## src/rtl/alu_pkg.sv

```systemverilog
`default_nettype none
// ============================================================================
// Module      : alu_pkg
// Description : Opcode encodings, FSM states and flag bit positions shared by
//               the sequential ALU and its multiplier.
// Revision    : 1.0 - initial release
// ============================================================================
package alu_pkg;

    // Operation select encodings; 12..15 are reserved and produce zero
    localparam logic [3:0] OP_ADD  = 4'd0;
    localparam logic [3:0] OP_SUB  = 4'd1;
    localparam logic [3:0] OP_AND  = 4'd2;
    localparam logic [3:0] OP_OR   = 4'd3;
    localparam logic [3:0] OP_XOR  = 4'd4;
    localparam logic [3:0] OP_NOR  = 4'd5;
    localparam logic [3:0] OP_SLL  = 4'd6;
    localparam logic [3:0] OP_SRL  = 4'd7;
    localparam logic [3:0] OP_SRA  = 4'd8;
    localparam logic [3:0] OP_SLT  = 4'd9;
    localparam logic [3:0] OP_SLTU = 4'd10;
    localparam logic [3:0] OP_MUL  = 4'd11;

    // Controller states
    typedef enum logic [0:0] {
        ST_IDLE = 1'b0,
        ST_MUL  = 1'b1
    } state_t;

    // Bit positions inside the packed flag register
    localparam int FLAG_Z = 0;
    localparam int FLAG_N = 1;
    localparam int FLAG_C = 2;
    localparam int FLAG_V = 3;
    localparam int FLAG_W = 4;

endpackage
`default_nettype wire

```

## src/rtl/shift_add_mul.sv

```systemverilog
`default_nettype none
// ============================================================================
// Module      : shift_add_mul
// Description : Iterative shift-add multiplier. One multiplier bit is retired
//               per clock; done is asserted during the final iteration and
//               product already includes that iteration's partial sum.
// Revision    : 1.0 - initial release
// ============================================================================
module shift_add_mul #(
    parameter int WIDTH = 32,
    parameter int SHW   = $clog2(WIDTH)
) (
    input  logic             clk,
    input  logic             rst,
    input  logic             start,
    input  logic [WIDTH-1:0] a,
    input  logic [WIDTH-1:0] b,
    output logic             done,
    output logic [WIDTH-1:0] product
);

    localparam logic [SHW-1:0] c_last = SHW'(WIDTH - 1);

    logic [WIDTH-1:0] mcand_q;
    logic [WIDTH-1:0] mplier_q;
    logic [WIDTH-1:0] acc_q;
    logic [SHW-1:0]   count_q;
    logic             busy_q;
    logic [WIDTH-1:0] acc_d;

    // Partial sum for the current iteration
    always_comb begin
        acc_d = acc_q;
        if (mplier_q[0]) begin
            acc_d = acc_q + mcand_q;
        end
    end

    assign done    = busy_q && (count_q == c_last);
    assign product = acc_d;

    // Operand latch on start, then one shift-add step per cycle while busy
    always_ff @(posedge clk) begin
        if (rst) begin
            mcand_q  <= '0;
            mplier_q <= '0;
            acc_q    <= '0;
            count_q  <= '0;
            busy_q   <= 1'b0;
        end else if (start) begin
            mcand_q  <= a;
            mplier_q <= b;
            acc_q    <= '0;
            count_q  <= '0;
            busy_q   <= 1'b1;
        end else if (busy_q) begin
            acc_q    <= acc_d;
            mcand_q  <= mcand_q << 1;
            mplier_q <= mplier_q >> 1;
            count_q  <= count_q + SHW'(1);
            if (count_q == c_last) begin
                busy_q <= 1'b0;
            end
        end
    end

endmodule
`default_nettype wire

```

## src/rtl/seq_alu.sv

```systemverilog
`default_nettype none
// ============================================================================
// Module      : seq_alu
// Description : Handshaked ALU with registered result/flags. Single-cycle
//               arithmetic, logic and shift ops; multi-cycle multiply.
// Revision    : 1.0 - initial release
// ============================================================================
module seq_alu
    import alu_pkg::*;
#(
    parameter int WIDTH = 32,
    parameter int SHW   = $clog2(WIDTH)
) (
    input  logic             clk,
    input  logic             rst,
    input  logic             in_valid,
    output logic             in_ready,
    input  logic [WIDTH-1:0] a,
    input  logic [WIDTH-1:0] b,
    input  logic             cin,
    input  logic [3:0]       opcode,
    output logic             out_valid,
    input  logic             out_ready,
    output logic [WIDTH-1:0] result,
    output logic             flag_z,
    output logic             flag_n,
    output logic             flag_c,
    output logic             flag_v
);

    state_t              state_q;
    logic                out_valid_q;
    logic [WIDTH-1:0]    result_q;
    logic [FLAG_W-1:0]   flags_q;

    logic                accept_w;
    logic                mul_start_w;
    logic                mul_done_w;
    logic [WIDTH-1:0]    mul_product_w;
    logic [FLAG_W-1:0]   mul_flags_w;

    logic [WIDTH-1:0]    b_op_w;
    logic                carry_w;
    logic [WIDTH:0]      sum_w;
    logic [SHW-1:0]      shamt_w;
    logic [WIDTH-1:0]    op_res_d;
    logic [FLAG_W-1:0]   op_flags_d;

    assign in_ready    = (state_q == ST_IDLE) && (!out_valid_q || out_ready);
    assign accept_w    = in_valid && in_ready;
    assign mul_start_w = accept_w && (opcode == OP_MUL);

    assign shamt_w = b[SHW-1:0];
    assign b_op_w  = (opcode == OP_SUB) ? ~b : b;
    assign carry_w = (opcode == OP_SUB) ? 1'b1 : ((opcode == OP_ADD) ? cin : 1'b0);
    assign sum_w   = {1'b0, a} + {1'b0, b_op_w} + {{WIDTH{1'b0}}, carry_w};

    // Single-cycle operation unit: result plus all four flags
    always_comb begin
        op_res_d   = '0;
        op_flags_d = '0;
        case (opcode)
            OP_ADD, OP_SUB: begin
                op_res_d           = sum_w[WIDTH-1:0];
                op_flags_d[FLAG_C] = sum_w[WIDTH];
                op_flags_d[FLAG_V] = (a[WIDTH-1] == b_op_w[WIDTH-1]) &&
                                     (sum_w[WIDTH-1] != a[WIDTH-1]);
            end
            OP_AND:  op_res_d = a & b;
            OP_OR:   op_res_d = a | b;
            OP_XOR:  op_res_d = a ^ b;
            OP_NOR:  op_res_d = ~(a | b);
            OP_SLL:  op_res_d = a << shamt_w;
            OP_SRL:  op_res_d = a >> shamt_w;
            OP_SRA:  op_res_d = $signed(a) >>> shamt_w;
            OP_SLT:  op_res_d = {{(WIDTH-1){1'b0}}, ($signed(a) < $signed(b))};
            OP_SLTU: op_res_d = {{(WIDTH-1){1'b0}}, (a < b)};
            default: op_res_d = '0;
        endcase
        op_flags_d[FLAG_Z] = (op_res_d == '0);
        op_flags_d[FLAG_N] = op_res_d[WIDTH-1];
    end

    // Multiply completion flags: only z and n are meaningful
    always_comb begin
        mul_flags_w         = '0;
        mul_flags_w[FLAG_Z] = (mul_product_w == '0);
        mul_flags_w[FLAG_N] = mul_product_w[WIDTH-1];
    end

    shift_add_mul #(
        .WIDTH (WIDTH),
        .SHW   (SHW)
    ) u_mul (
        .clk     (clk),
        .rst     (rst),
        .start   (mul_start_w),
        .a       (a),
        .b       (b),
        .done    (mul_done_w),
        .product (mul_product_w)
    );

    // Controller and output registers; a fresh load wins over the consume-clear
    always_ff @(posedge clk) begin
        if (rst) begin
            state_q            <= ST_IDLE;
            out_valid_q        <= 1'b0;
            result_q           <= '0;
            flags_q            <= '0;
            flags_q[FLAG_Z]    <= 1'b1;
        end else begin
            if (out_valid_q && out_ready) begin
                out_valid_q <= 1'b0;
            end
            case (state_q)
                ST_IDLE: begin
                    if (accept_w) begin
                        if (opcode == OP_MUL) begin
                            state_q <= ST_MUL;
                        end else begin
                            result_q    <= op_res_d;
                            flags_q     <= op_flags_d;
                            out_valid_q <= 1'b1;
                        end
                    end
                end
                ST_MUL: begin
                    if (mul_done_w) begin
                        result_q    <= mul_product_w;
                        flags_q     <= mul_flags_w;
                        out_valid_q <= 1'b1;
                        state_q     <= ST_IDLE;
                    end
                end
                default: state_q <= ST_IDLE;
            endcase
        end
    end

    assign out_valid = out_valid_q;
    assign result    = result_q;
    assign flag_z    = flags_q[FLAG_Z];
    assign flag_n    = flags_q[FLAG_N];
    assign flag_c    = flags_q[FLAG_C];
    assign flag_v    = flags_q[FLAG_V];

endmodule
`default_nettype wire

```

## config.mk

```make
export PLATFORM = sky130hd
export DESIGN_NAME = seq_alu
export DESIGN_NICKNAME = d
export VERILOG_FILES = /design/src/rtl/alu_pkg.sv /design/src/rtl/shift_add_mul.sv /design/src/rtl/seq_alu.sv
export SDC_FILE = /design/constraint.sdc
export NUM_CORES = 1
export LEC_CHECK = 0
export ABC_AREA = 1
export CORE_MARGIN = 3
export CORE_UTILIZATION = 45
export DETAILED_ROUTE_END_ITERATION = 6
export SLEW_MARGIN = 20
export SYNTH_ARGS = -nofsm -noshare
export SYNTH_HDL_FRONTEND = slang
export SYNTH_SLANG_ARGS = --single-unit
```

## constraint.sdc

```tcl
create_clock -name clk -period 4.1 [get_ports clk]
set_input_delay 0.615 -clock clk [delete_from_list [all_inputs] [get_ports clk]]
set_output_delay 0.615 -clock clk [all_outputs]
set_load 0.02 [all_outputs]
```

==> impl_metrics.ini <==
[outcome]
run_status = finished, violations left
violations = design-rule violations

[die]
dieArea_mm2 = 0.0420
io_pins = 111
num_rows = 72
fp.coreArea_mm2 = 0.0389
die_w_um = 205
start_util_pct = 45.8
die_h_um = 205

[clocking]
clk_latency_ns = 0.45
htree_levels = 4
clkSlewWorstSetupHoldPaths_ns = 0.07
cts_tree = yes
cts_setup_buffers = 0
cts_buffers = 17
root_buffer = clkbuf_16
holdBufCountCts = 0
cts-resized-gates = 0
cts.path.max_buffers = 2
cts.sink_count = 139

[pwr]
powerDensity_mw_per_mm2 = 234
p_leak_uw = 0.0108
finalPower_uw = 5000
vdd_drop_max_uv = 263

[yosys]
postSynthAreaPerCell_um2 = 5.59
synth_compound_area_share_pct = 13.8
yosys_register_bits = 139
synth_top_family_by_area = simple AND/OR/NAND/NOR gates
synth_cell_types = 50
ys_seq_area_share_pct = 15.6
synthCells = 3188
synth.area.top_cells = nand2_1 20%, dfxtp_1 16%, nand3_1 14%, ha_1 11%, inv_1 8.0%
synth_top_cell_area_share_pct = 20.4
yosysTopAreaCell = nand2_1
synthesis.area_mm2 = 0.0178
synth_nets = 3425
synth_fa_ha_area_share_pct = 11.6
synthMuxAreaShare_pct = 0
yosys.area_share.xor_xnor_pct = 1.82
yosys.area_share.simple_pct = 45.0
ys_warn_count = 0

[route]
viasPerCell = 5.79
antenna_left = 0
vias = 22852
drt_first_pass_iters = 7
totalWireLength_um = 86000
wl_per_cell_um = 21.8
drc_errors = 5
drtIter0Drc = 2689

[finish]
drive_above_1_share_pct = 9.69
postLayoutCoreUtil_pct = 54.9
finalInstanceArea_mm2 = 0.0214
syn2layout_area_growth_pct = 20.0
fill_cells = 4091
num_antenna_cells = 0
nets = 3650

[worst_setup_path]
crit_required_ns = 4.50
path_cells = clkdlybuf4s50_1 -> inv_2 -> nor2_1 -> nand2_2 -> buf_12 -> xor2_1 -> ha_1 -> or2_2 -> and2_1 -> o21ai_0 -> o21ai_1 -> nor2_1 -> nand2_1 -> nor2_2 -> nand2_1 -> nor2_1 -> nand2_1 -> nor2_1 -> nand3_1 -> nand2_1 -> nand2_1 -> nand2_1
cp_common_cell = nand2_1
crit_path_end_kind = register
cp.arrival_ns = 4.31
slowest_stage = clkdlybuf4s50_1
path_class = in2reg
critPathLaunchType = input port
crit_path_max_fanout = 31
slowest_delay_ns = 0.50

[placed_design]
place_area_mm2 = 0.0208
hpwl_um = 70300
place.gp.congestion = 1.18
port-buffer-count = 110

[sta]
slew_headroom_pct = 30.6
finalSetupViolCount = 0
finalMaxSlewViolations = 0
fmax_mhz = 255
min_period_over_period_pct = 95.5
hold_viol = 0
finClkSkew_ns = 0.0125
worst_pin_slew_ns = 1.04
rsz0062_at_grt = false
min_period_ns = 3.92

[global_routing]
grt_max_degree = 65
track_usage_pct = 40.1
gr-total-overflow = 0
antenna_found_initial = 1
grt_pass1_wl_um = 127000
grt_pass1_vias = 21088

[run]
maxCapViolations = 0

[hold_path]
hp-class = reg2reg
[kinds of logic after synthesis]
logic type | Yosys count
DFF | 139
buffers and inverters | 536
and+or+nand+nor | 1879
adders and majority gates | 164
xor gates and xnor gates | 37
AOI/OAI and AO/OA | 433
[Yosys cell counts, drive strengths merged]
cell / count
a211oi: 2
nand2: 984
buf: 76
o22ai: 7
or2: 12
o21a: 7
inv: 395
nor2: 296
xnor2: 1
o211ai: 42
a21oi: 177
o21ai: 133
xor2: 36
a31oi: 31
o21bai: 9
clkbuf: 65
nor3: 35
nand3: 488
a21o: 1
fa: 3
and3: 2
and2: 6
nand2b: 1
nand4: 33
a21boi: 2
nor3b: 2
nor4: 6
o2111a: 2
ha: 161
a221oi: 16
nand3b: 14
a22o: 2
dfxtp: 139
o2111ai: 2
[worst paths after layout]
check | end | startpoint | cells after the start | slack, ns
setup / recovery | flags_q[0] | opcode[0] | 22 | 0.18
hold / removal | result[26] | result[26] | 2 | 0.46
setup reg to reg | flags_q[0] | u_mul.mcand_q[0] | 21 | 0.75
hold reg to reg | result[26] | result[26] | 2 | 0.46
[layout make-up]
class                   count  area (um2)  area share, %
well taps                 518         648           3.03
flip-flops and latches    139        2790           13.0
clock inverters             9        86.3          0.404
multi-input cells        2513       12900           60.5
repair buffers            347        2950           13.8
inverters                 395        1490           6.95
clock buffers              23         488           2.28
[per-layer routing]
metal	up-vias	share of wire, %	global-route usage [%]	wire length (um)
li1	10863	-	-	-
met4	2	6.9	22.9	5930
met1	10406	39	50.9	33800
met2	1308	43	63.0	37300
met5	-	0.015	0	13
met3	273	10	8.47	8980
[sequential cells by signal, indices dropped and copies added, names as in the netlist]
signal	cells
u_mul.acc_q	32
u_mul.mcand_q	32
u_mul.mplier_q	32
result	31
u_mul.count_q	5
flags_q	4
out_valid	1
state_q	1
u_mul.busy_q	1
[power breakdown]
part	leakage [uW]	internal (uW)	switching (uW)	total (uW)
combinational	0.00941	731	1310	2040
sequential	0.00113	1390	33.0	1430
clock	0.000280	901	628	1530
[cells in the final DEF (no fill, tap or decap), drive strengths merged, types with 2 or more instances in the layout]
master,n
ha,161
nand4,33
nand3,488
o2111a,2
o211ai,42
o21bai,9
inv,398
or2,12
clkbuf,23
a22o,2
nor3,35
o21a,7
and2,6
buf,241
o22ai,7
o21ai,133
a21oi,177
nor4,6
clkinvlp,2
a221oi,16
nor2,296
nor3b,2
nand2,984
xor2,36
a31oi,31
clkdlybuf4s50,106
a21boi,2
o2111ai,2
fa,3
a211oi,2
clkinv,3
dfxtp,139
nand3b,14
and3,2
[metrics by stage]
stage               instances  setup slack [ns]  TNS [ns]  hold slack [ns]
CTS                      3944             0.214         0            0.465
finish                   3944             0.184         0            0.463
detailed placement       3912            -0.229    -0.234            0.456
global route             3944           0.00392         0            0.487
global placement         3912            -0.255    -0.267            0.452
floorplan                3188             0.569         0            0.442
[worst max-delay path: cells and delay by family]
kind	cells	cell delay [ns]
adder cells (fa/ha/maj)	1	0.34
buffers and inverters	3	0.74
AND/OR/NAND/NOR	15	2.15
XOR/XNOR	1	0.17
AO/OA/AOI/OAI	2	0.28
(Power assumes the default switching activity.)
